`src/rtl/mem_arb_pkg.sv`:
```
// mem_arb_pkg
// Shared definitions for the memory arbiter slice: the arbiter state
// encoding and the fixed MIPS segment constants used for kseg0/kseg1
// address translation.
package mem_arb_pkg;

    // Arbiter states: the data port has its own request/wait pair, and so
    // does the fetch port. The state itself records whose transaction is
    // on the bus.
    typedef enum logic [2:0] {
        ST_IDLE  = 3'd0,
        ST_DREQ  = 3'd1,
        ST_DWAIT = 3'd2,
        ST_IREQ  = 3'd3,
        ST_IWAIT = 3'd4
    } arb_state_t;

    // kseg0 starts here, and kseg1 ends just below KSEG2_BASE.
    localparam logic [31:0] KSEG0_BASE = 32'h8000_0000;
    localparam logic [31:0] KSEG2_BASE = 32'hC000_0000;

    // Clearing bits [31:29] maps kseg0/kseg1 onto the physical low 512 MB.
    localparam logic [31:0] PHYS_MASK  = 32'h1FFF_FFFF;

endpackage

```
`src/rtl/addr_xlate.sv`:
```
// addr_xlate
// Combinational fixed-mapping translator. Addresses in kseg0/kseg1
// (0x8000_0000 - 0xBFFF_FFFF) have bits [31:29] cleared. All other
// addresses pass through unchanged. When XLATE is 0, every address passes
// through.
//
// Ports:
//   vaddr  in  32  virtual address from the core
//   paddr  out 32  physical address presented to the bus
module addr_xlate
    import mem_arb_pkg::*;
#(
    parameter bit XLATE = 1'b1
) (
    input  logic [31:0] vaddr,
    output logic [31:0] paddr
);

    // Only the unmapped kernel segments are translated. kuseg and kseg2/3
    // are left untouched because this core has no TLB.
    always_comb begin
        paddr = vaddr;
        if (XLATE && (vaddr >= KSEG0_BASE) && (vaddr < KSEG2_BASE)) begin
            paddr = vaddr & PHYS_MASK;
        end
    end

endmodule

```
`src/rtl/mem_arbiter.sv`:
```
// mem_arbiter
// Merges the core's instruction-fetch port and data-memory port onto a
// single-outstanding request/response bus. It raises i_stall/d_stall
// while an access is incomplete, and it holds completed results (with
// done flags) while the pipeline is frozen. The data port has priority,
// and a transaction is never preempted once it has left IDLE.
//
// Ports:
//   clk, resetn                  clock, asynchronous active-low reset
//   inst_en/inst_addr            fetch request from the core
//   inst_rdata, i_stall          registered fetch result, fetch stall
//   data_en/sel/addr/wdata       data access (sel == 0 means read)
//   data_rdata, d_stall          registered load result, data stall
//   longest_stall                core pipeline frozen
//   bus_req/wr/strb/addr/wdata   request towards the bus bridge
//   bus_addr_ok, bus_data_ok     request accepted, response/ack
//   bus_rdata                    read data, valid with bus_data_ok
module mem_arbiter
    import mem_arb_pkg::*;
#(
    parameter bit XLATE = 1'b1
) (
    input  logic        clk,
    input  logic        resetn,
    input  logic        inst_en,
    input  logic [31:0] inst_addr,
    output logic [31:0] inst_rdata,
    output logic        i_stall,
    input  logic        data_en,
    input  logic [3:0]  data_sel,
    input  logic [31:0] data_addr,
    input  logic [31:0] data_wdata,
    output logic [31:0] data_rdata,
    output logic        d_stall,
    input  logic        longest_stall,
    output logic        bus_req,
    output logic        bus_wr,
    output logic [3:0]  bus_strb,
    output logic [31:0] bus_addr,
    output logic [31:0] bus_wdata,
    input  logic        bus_addr_ok,
    input  logic        bus_data_ok,
    input  logic [31:0] bus_rdata
);

    arb_state_t  state_q, state_d;
    logic        bus_wr_q, bus_wr_d;
    logic [3:0]  bus_strb_q, bus_strb_d;
    logic [31:0] bus_addr_q, bus_addr_d;
    logic [31:0] bus_wdata_q, bus_wdata_d;
    logic [31:0] inst_rdata_q, inst_rdata_d;
    logic [31:0] data_rdata_q, data_rdata_d;
    logic        i_done_q, i_done_d;
    logic        d_done_q, d_done_d;

    logic        d_pend, i_pend;
    logic        i_done_set, d_done_set;
    logic [31:0] sel_addr, phys_addr;

    // A port is pending only if its current access has not already been
    // served during this (possibly frozen) pipeline cycle.
    assign d_pend = data_en & ~d_done_q;
    assign i_pend = inst_en & ~i_done_q;

    // One translator is shared by both ports. It sees whichever address
    // the IDLE decision would latch.
    assign sel_addr = d_pend ? data_addr : inst_addr;

    addr_xlate #(
        .XLATE (XLATE)
    ) u_addr_xlate (
        .vaddr (sel_addr),
        .paddr (phys_addr)
    );

    // Next-state logic. The request fields are latched only in IDLE, so
    // they stay stable on the bus until accepted, whatever the core does.
    // Completion can come in xREQ (same-cycle addr_ok/data_ok) or in xWAIT.
    always_comb begin
        state_d      = state_q;
        bus_wr_d     = bus_wr_q;
        bus_strb_d   = bus_strb_q;
        bus_addr_d   = bus_addr_q;
        bus_wdata_d  = bus_wdata_q;
        inst_rdata_d = inst_rdata_q;
        data_rdata_d = data_rdata_q;
        i_done_set   = 1'b0;
        d_done_set   = 1'b0;

        case (state_q)
            ST_IDLE: begin
                if (d_pend) begin
                    state_d     = ST_DREQ;
                    bus_wr_d    = |data_sel;
                    bus_strb_d  = data_sel;
                    bus_addr_d  = phys_addr;
                    bus_wdata_d = data_wdata;
                end else if (i_pend) begin
                    state_d     = ST_IREQ;
                    bus_wr_d    = 1'b0;
                    bus_strb_d  = 4'b0000;
                    bus_addr_d  = phys_addr;
                    bus_wdata_d = 32'h0;
                end
            end
            ST_DREQ, ST_DWAIT: begin
                if ((state_q == ST_DWAIT || bus_addr_ok) && bus_data_ok) begin
                    state_d    = ST_IDLE;
                    d_done_set = 1'b1;
                    if (!bus_wr_q) begin
                        data_rdata_d = bus_rdata;
                    end
                end else if (state_q == ST_DREQ && bus_addr_ok) begin
                    state_d = ST_DWAIT;
                end
            end
            ST_IREQ, ST_IWAIT: begin
                if ((state_q == ST_IWAIT || bus_addr_ok) && bus_data_ok) begin
                    state_d      = ST_IDLE;
                    i_done_set   = 1'b1;
                    inst_rdata_d = bus_rdata;
                end else if (state_q == ST_IREQ && bus_addr_ok) begin
                    state_d = ST_IWAIT;
                end
            end
            default: begin
                state_d = ST_IDLE;
            end
        endcase

        // A completion must survive the same edge at which the pipeline
        // advances, so setting a done flag wins over clearing it.
        i_done_d = i_done_set | (i_done_q & longest_stall);
        d_done_d = d_done_set | (d_done_q & longest_stall);
    end

    // State and datapath registers. Reset abandons any transaction that is
    // in flight, and no bus completion for it is expected afterwards.
    always_ff @(posedge clk or negedge resetn) begin
        if (!resetn) begin
            state_q      <= ST_IDLE;
            bus_wr_q     <= 1'b0;
            bus_strb_q   <= 4'b0000;
            bus_addr_q   <= 32'h0;
            bus_wdata_q  <= 32'h0;
            inst_rdata_q <= 32'h0;
            data_rdata_q <= 32'h0;
            i_done_q     <= 1'b0;
            d_done_q     <= 1'b0;
        end else begin
            state_q      <= state_d;
            bus_wr_q     <= bus_wr_d;
            bus_strb_q   <= bus_strb_d;
            bus_addr_q   <= bus_addr_d;
            bus_wdata_q  <= bus_wdata_d;
            inst_rdata_q <= inst_rdata_d;
            data_rdata_q <= data_rdata_d;
            i_done_q     <= i_done_d;
            d_done_q     <= d_done_d;
        end
    end

    // The stalls depend only on registers and core inputs. There is no path
    // from the bus inputs, which keeps the core's stall timing short.
    assign i_stall    = inst_en & ~i_done_q;
    assign d_stall    = data_en & ~d_done_q;

    assign bus_req    = (state_q == ST_DREQ) || (state_q == ST_IREQ);
    assign bus_wr     = bus_wr_q;
    assign bus_strb   = bus_strb_q;
    assign bus_addr   = bus_addr_q;
    assign bus_wdata  = bus_wdata_q;
    assign inst_rdata = inst_rdata_q;
    assign data_rdata = data_rdata_q;

endmodule

```
`config.mk`:
```
export PLATFORM = sky130hd
export DESIGN_NAME = mem_arbiter
export DESIGN_NICKNAME = d
export VERILOG_FILES = /design/src/rtl/mem_arb_pkg.sv /design/src/rtl/addr_xlate.sv /design/src/rtl/mem_arbiter.sv
export SDC_FILE = /design/constraint.sdc
export NUM_CORES = 1
export LEC_CHECK = 0
export CORE_MARGIN = 2
export CORE_UTILIZATION = 34
export DETAILED_ROUTE_END_ITERATION = 10
export PLACE_DENSITY = 0.68
export SLEW_MARGIN = 20
export SYNTH_ARGS = -nofsm -noshare
export SYNTH_HDL_FRONTEND = slang
export SYNTH_HIERARCHICAL = 1
export SYNTH_SLANG_ARGS = --single-unit
```
`constraint.sdc`:
```
create_clock -name clk -period 2.28 [get_ports clk]
set_input_delay 0.456 -clock clk [delete_from_list [all_inputs] [get_ports clk]]
set_output_delay 0.456 -clock clk [all_outputs]
set_load 0.02 [all_outputs]
```
**Yosys cells after proc, flatten, opt, wreduce, memory -nomap -nowiden**

Index checks and enable logic that the tools add are counted.

- Bits in registers: 138
- Output and inout bits: 136
- Logic and storage cells: 65

- Magnitude comparators: 2
- Equality and inequality tests: 7
- Muxes and demuxes: 21
- Bitwise gates (word level): 9
- Reductions and logical operators: 17

Operators with widths:

| cell | number |
|---|---|
| two-way mux 32 bit | 6 |
| greater-or-equal comparator 32 bit, second input constant | 1 |
| less-than comparator 32 bit, second input constant | 1 |
| two-way mux 3 bit | 6 |
| inequality test 3 bit, second input constant | 3 |
| one-hot mux 3 bit (3 select lines) | 1 |
| two-way mux 4 bit | 2 |
| equality test 3 x 2 -> 1 bit, second input constant | 2 |
| two-way mux 1 bit | 6 |
| AND reduction 3 bit | 2 |
| logical AND 1 bit | 5 |
| bitwise AND 1 bit | 4 |
| AND reduction 2 bit | 2 |
| OR reduction 2 bit | 2 |
| OR reduction 4 bit | 1 |
| equality test 3 x 1 -> 1 bit, second input constant | 1 |
| equality test 3 bit, second input constant | 1 |
| zero test 3 bit | 1 |
| logical OR 1 bit | 3 |
| inverter 1 bit | 3 |
| OR 1 bit | 2 |
| nonzero test 2 bit | 1 |

**Logic depth before layout (Yosys ltp)**

Gate-level depths: netlist of the first run.

- Depth in word-level cells: 8
- Depth in mapped cells: 9
- Depth with buffers taken out: 7

**Hierarchy**

The synthesis of the first run kept the hierarchy.

Modules (own cells, without submodules):

| module | instances | cells each | area each (um^2) | seq. area each (um^2) |
|---|---|---|---|---|
| mem_arbiter | 1 | 426 | 5701.7 | 3453.3 |
| addr_xlate | 1 | 33 | 240.2 | 0.0 |

**Worst setup path before layout of the first run**

Ideal clock, no wire load.

- Path type: input -> register
- From: input data_en
- To: register bus_addr_q[31] (netlist: bus_addr[31])
- Library setup time: 0.125 ns
- Arrival time: 1.559 ns
- Setup slack: 0.596 ns
- Cell stages on the path: 8
- Buffers on the path: 2
- Cells stage by stage: nand2b_1 -> buf_2 -> inv_2 -> buf_1 -> nand2_1 -> nand2_1 -> and2_2 -> mux2_2

- Word-level cells in the longest chain between the ends: 7
- Elaborated cells between the ends (all ways): 10
- Classes of those cells: order compare: 2; mux: 4; bitwise: 1; reduce/logical: 3

RTL lines:

| what | RTL line | text |
|---|---|---|
| start, declared | mem_arbiter.sv:29 | `input logic data_en,` |
| bitwise AND 1 bit * | -- |  |
| named net d_stall | mem_arbiter.sv:34 | `output logic d_stall,` |
| two-way mux 32 bit * | mem_arbiter.sv:67 | `assign sel_addr = d_pend ? data_addr : inst_addr;` |
| named net sel_addr[30] | mem_arbiter.sv:58 | `logic [31:0] sel_addr, phys_addr;` |
| greater-or-equal comparator 32 bit / less-than comparator 32 bit (equally long branches) | addr_xlate.sv:23 | `if (XLATE && (vaddr >= KSEG0_BASE) && (vaddr < KSEG2_BASE)) begin` |
| logical AND 1 bit * | addr_xlate.sv:23 |  |
| two-way mux 32 bit * | addr_xlate.sv:23 |  |
| named net phys_addr[31] | mem_arbiter.sv:58 |  |
| two-way mux 32 bit | mem_arbiter.sv:98 | `end else if (i_pend) begin` |
| two-way mux 32 bit * | mem_arbiter.sv:92 | `if (d_pend) begin` |
| end signal, assigned | mem_arbiter.sv:154 | `bus_addr_q <= bus_addr_d;` |
| end, declared | mem_arbiter.sv:49 | `logic [31:0] bus_addr_q, bus_addr_d;` |

Mark *: on every way through the listed nets, which the timed path passes. The rest lies on a longest branch. The select of a mux whose other input is x is not followed.
A chain may end at the register's enable or synchronous reset.

**Final worst setup path of the first run**

- From: register state_q[0]
- To: output bus_req

- Word-level cells in the longest chain between the ends: 2
- Elaborated cells between the ends (all ways): 3
- Classes of those cells: eq/ne: 2; reduce/logical: 1

RTL lines:

| what | RTL line | text |
|---|---|---|
| start, declared | mem_arbiter.sv:46 | `arb_state_t state_q, state_d;` |
| start signal, assigned | mem_arbiter.sv:151 | `state_q <= state_d;` |
| equality test 3 x 1 -> 1 bit / equality test 3 x 2 -> 1 bit (equally long branches) | mem_arbiter.sv:168 | `assign bus_req = (state_q == ST_DREQ) \|\| (state_q == ST_IREQ);` |
| logical OR 1 bit * | mem_arbiter.sv:168 |  |
| end, declared | mem_arbiter.sv:36 | `output logic bus_req,` |

Mark *: on every way between the ends. The rest lies on a longest branch, timed or not.

==> results.cfg, run 1 <==
[clock_tree]
clkTransAtPathRegs_ns = 0.05
cts_max_path_buffers = 2
cts_htree_levels = 4
cts_sinks = 138
clk_latency_ns = 0.41
cts_resized = 0
cts_setup_buffers = 0
cts_hold_buf = 0
cts_root_buf = clkbuf_16
cts_tree = yes
numCtsBuffers = 17

[cells_and_area]
final-instance-count-excl-fill = 951
fin_nets = 855
fin_util_pct = 54.78
area_growth_pct = 58.35
num-fill-cells = 1467
antennaDiodeCount = 0
drive_gt1_share_pct = 19.42

[logic_synthesis]
synth_cells = 459
ys_types = 35
syn_nets = 598
yosys_warnings = 6
synth_area_leaders = dfrtp_1, mux2_2, mux2_4
synthArstFlopShare_pct = 100.0
yosysTopAreaCell = dfrtp_1
synth_ff_type = dfrtp_1
synth_seq_area_share_pct = 58.12
synthesis.area_mm2 = 0.005942
synth_most_common_cell = dfrtp_1
yosys_register_bits = 138
synth_common_cells = dfrtp_1, nand2_1, mux2_2, a22o_1, buf_4
yosysTopAreaCellShare_pct = 58.12
avgSynthCellArea_um2 = 12.95
synth-edff-count = 0

[critical_path]
cp-end-kind = primary output
critPathCapture = bus_req
r2r_setup_slack_ns = 0.53
r2r_cells = 6
path_max_fanout = 8
critPathLaunchType = flip-flop
crit_start = state_q[0]
reg2reg_from = d_done_q
critical_path_class = flip-flop to primary output
required_ns = 1.82
r2r-end = bus_addr[27]
arrival_ns = 1.74

[timing]
fin_crit_sh_pct = 96.32
rsz0062_at_grt = false
tightest_slew_ns = 0.5400
relSlewSlack_pct = 64.00
whs_ns = 0.01007
timing.fmax_ghz = 0.4554
min_period_ns = 2.196
tns_ns = 0
slew_viol_final = 0
setup_viol = 0
layout_setup_ws_ns = 0.08401
hold_viol = 0
skew_ns = 0.008776

[place]
io_buffers = 274
dp_slack_ns = 0.05634
dp_hpwl_mm = 11.76
place_congestion = 0.7679
place_inst = 922

[grt]
first_global_vias = 4470
antenna_found_initial = 1
gr-usage-all-layers_pct = 16.91
grt_pass1_wl_mm = 23.91
grt-ovfl-total = 0
grt_max_degree = 57

[route]
drc = 0
dr.first_iter.drc_count = 93
vias = 4372
routed_wl_mm = 15.76
ant_nets = 0
post_drt_via_cell_ratio = 4.597
dr.pass1.iters = 4
wl_per_cell_um = 16.57

[power_and_ir_drop]
powerDensity_mw_per_mm2 = 1445
irDropWorstVdd_uv = 665.0
p_leak_nw = 4.225

[floorplan]
dieHeight_um = 136.2
core_area_mm2 = 0.01718
initial_core_util_pct = 34.59
io_pins = 275
die_w_um = 136.2
rows = 48
die-area_mm2 = 0.01855

[flow_run]
maxCapViolations = 0

[min_path]
hold_class = primary input to asynchronous set/reset pin

[outcome]
status = finished clean
-- per-stage QoR --
stage | cell area, um2 | power, mW
2_1_floorplan | 5942 | 7.947
3_3_place_gp | 8859 | 10.92
3_5_place_dp | 8859 | 11.08
4_1_cts | 9409 | 13.77
5_1_grt | 9409 | 14.32
6_report | 9409 | 13.60
-- worst min path at each step --
stage / from / end / slack [ns]
6_report: resetn / bus_addr[10] / 0.01
5_1_grt: resetn / bus_addr[10] / 0.04
4_1_cts: resetn / bus_addr[14] / 0.01
3_5_place_dp: resetn / bus_addr[14] / 0.46
3_3_place_gp: resetn / bus_addr[14] / 0.45
2_1_floorplan: resetn / bus_addr[0] / 0.16
-- kinds of logic after synthesis --
family | after synthesis | share of synthesized area, %
multiplexers | 98 | 20.38
buffers and inverters | 61 | 6.696
AND/OR/NAND/NOR | 116 | 8.254
flip-flops | 138 | 58.12
AO/OA/AOI/OAI | 46 | 6.549
-- final cells by class --
class                           count  area [um2]  area share (%)
Sequential cell                   138        3453           36.70
Tap cell                          225       281.5           2.992
Clock buffer                       22       454.2           4.827
Clock inverter                      7       96.34           1.024
Inverter                            5       18.77          0.1995
Multi-Input combinational cell    260        2098           22.30
Timing Repair Buffer              294        3007           31.95
-- routing by layer --
layer	GRT usage (%)	up-vias	wire length (um)	part of all wire (%)
li1	-	2057	-	-
met1	19.11	2096	6079	39
met2	28.48	188	7716	49
met3	7.233	29	1656	11
met4	6.134	2	295	1.9
met5	0	-	13	0.082
-- layout by cell type, fill, tap and decap left out, drive strengths merged, types with 2 or more instances in the layout --
cell type,count
nor2b,3
buf,21
bufinv,2
nand2,103
clkinv,2
a32o,2
and2,2
inv,5
clkbuf,22
a21oi,2
a22o,36
mux2,97
dfrtp,138
clkinvlp,3
o21ai,3
clkdlybuf4s50,273
-- where the power goes --
part	switching [mW]	internal, mW	total [mW]
clock	0.975	1.62	2.59
sequential	0.677	3.60	4.28
combinational	3.06	3.66	6.72
-- sequential cells by signal (all words and copies together), names as in the netlist, 3 cells and up --
signal / count
bus_addr: 32
bus_strb: 4
bus_wdata: 32
data_rdata: 32
inst_rdata: 32
state_q: 3
-- critical path, cell delays in order (launching register included) --
cell and delay (ns):
dfrtp_1 0.46, nor2b_4 0.23, clkdlybuf4s50_1 0.64
Power figures use the tool's default switching activity.
==> inputs of run 2 (changes only) <==
--- a/config.mk
+++ b/config.mk
@@ -5,10 +5,13 @@
 export SDC_FILE = /design/constraint.sdc
 export NUM_CORES = 1
 export LEC_CHECK = 0
+export CAP_MARGIN = 20
 export CORE_MARGIN = 2
 export CORE_UTILIZATION = 34
 export DETAILED_ROUTE_END_ITERATION = 10
+export MAX_ROUTING_LAYER = met4
 export PLACE_DENSITY = 0.68
+export SETUP_SLACK_MARGIN = 0.5
 export SLEW_MARGIN = 20
 export SYNTH_ARGS = -nofsm -noshare
 export SYNTH_HDL_FRONTEND = slang
==> results.cfg, run 2 (synthesis gave the netlist of run 1 again) <==
[route]
wl_met1_mm = 6.461
wl_met2_mm = 7.878
vias = 4384
post_drt_via_cell_ratio = 4.581
dr.first_iter.drc_count = 81
wl_per_cell_um = 16.84
ant_nets = 0
dr.pass1.iters = 4
routed_wl_mm = 16.12
drc = 0
route.met3.wl_mm = 1.465
top_layer = met4

[critical_path]
path_max_fanout = 3
critical_path_class = primary input to primary output
cp-end-kind = primary output
critPathMaxStageDelay_ns = 0.50
critPathLaunchType = primary input
required_ns = 1.82
critPathBufInv = 3
cpMaxStageDelayCell = clkdlybuf4s50_1
cp_top_family = buffers and inverters
r2r_setup_slack_ns = 0.58
path_cells = clkdlybuf4s50_1 -> nand2b_4 -> inv_2 -> buf_2
arrival_ns = 1.28

[floorplan]
die-area_mm2 = 0.01855
dieHeight_um = 136.2
io_pins = 275
core_area_mm2 = 0.01718
rows = 48
die_w_um = 136.2
initial_core_util_pct = 34.59

[cells_and_area]
final-instance-count-excl-fill = 957
num-fill-cells = 1515
fin_nets = 860
final_cell_mix = clkdlybuf4s50_1, dfrtp_1, dlygate4sd2_1, nand2_1, mux2_2
final_common_cell = clkdlybuf4s50_1
drive_gt1_share_pct = 21.20
area_growth_pct = 56.90

[grt]
gr-usage-all-layers_pct = 17.37
grt-ovfl-total = 0
grt_max_degree = 57
grt_pass1_wl_mm = 23.83
antenna_found_initial = 1
first_global_vias = 4469

[timing]
slew_viol_final = 0
timing.fmax_ghz = 0.5772
relSlewSlack_pct = 63.96
fin_crit_sh_pct = 75.99
min_period_ns = 1.733
hold_viol = 0
tightest_slew_ns = 0.5407
skew_ns = 0.01056
setup_viol = 0
rsz0062_at_grt = true
tns_ns = 0

[clock_tree]
cts_root_buf = clkbuf_16
cts_max_path_buffers = 2
cts_htree_levels = 4
clk_latency_ns = 0.41
cts_tree = yes
cts_hold_buf = 0
clkTransAtPathRegs_ns = 0.06
cts_sinks = 138
numCtsBuffers = 17

[place]
place_inst = 922
place_congestion = 0.7851
io_buffers = 274
dp_hpwl_mm = 11.76

[power_and_ir_drop]
p_leak_nw = 4.563
powerDensity_mw_per_mm2 = 1386
irDropWorstVdd_uv = 598.5

[min_path]
hold_class = primary input to asynchronous set/reset pin

[flow_run]
maxCapViolations = 0

[outcome]
status = finished clean
## run 2: worst paths after layout
path	start	end	cells after the start
setup reg to reg	state_q[1]	state_q[1]	5
hold / removal	resetn	inst_rdata[14]	1
setup / recovery	data_en	d_stall	4
max in group asynchronous	resetn	state_q[1]	2
hold reg to reg	data_rdata[6]	data_rdata[6]	1
min in group clk	data_rdata[6]	data_rdata[6]	1
## run 2: metal layers
layer | global-route usage, % | up-vias
li1 | - | 2064
met1 | 19.16 | 2110
met2 | 28.56 | 182
met3 | 6.637 | 28
met4 | 6.481 | 0
met5 | - | -
## run 2: area by class of cell
cell class              instances  area (um2)  area share (%)
inverters                       5       18.77          0.2013
diodes                          1       2.502         0.02684
multi-input cells             260        2115           22.68
flip-flops and latches        138        3457           37.08
repair buffers                299        2898           31.08
clock buffers                  22       454.2           4.872
clock inverters                 7       96.34           1.033
well taps                     225       281.5           3.020
## run 2: per-stage QoR
| step | worst slack, ns | instance area [um2] | util, % | hold WS, ns | power (mW) |
|---|---|---|---|---|---|
| 3_3_place_gp | 0.08657 | 8859 | 51.57 | 0.4510 | 10.92 |
| 2_1_floorplan | 0.5963 | 5942 | - | 0.1604 | 7.947 |
| 5_1_grt | 0.4730 | 9323 | 54.28 | 0.04021 | 13.64 |
| 3_5_place_dp | 0.05634 | 8859 | 51.57 | 0.4554 | 11.08 |
| 4_1_cts | 0.4140 | 9234 | 53.76 | 0.01224 | 12.94 |
| 6_report | 0.5475 | 9323 | 54.28 | 0.01072 | 12.92 |
## run 2: timing repair
item	4_1_cts	5_1_grt
setup endpoints to repair	138	38
pin swaps	0	2
endpoints found under the hold margin	0	0
gates cloned	0	2
setup buffers	0	3
gates resized for setup	145	7
## run 2: power by group
group / internal, mW / switching (mW)
clock network: 1.62 / 0.984
registers: 3.60 / 0.632
logic: 2.98 / 3.11
total: 8.20 / 4.73
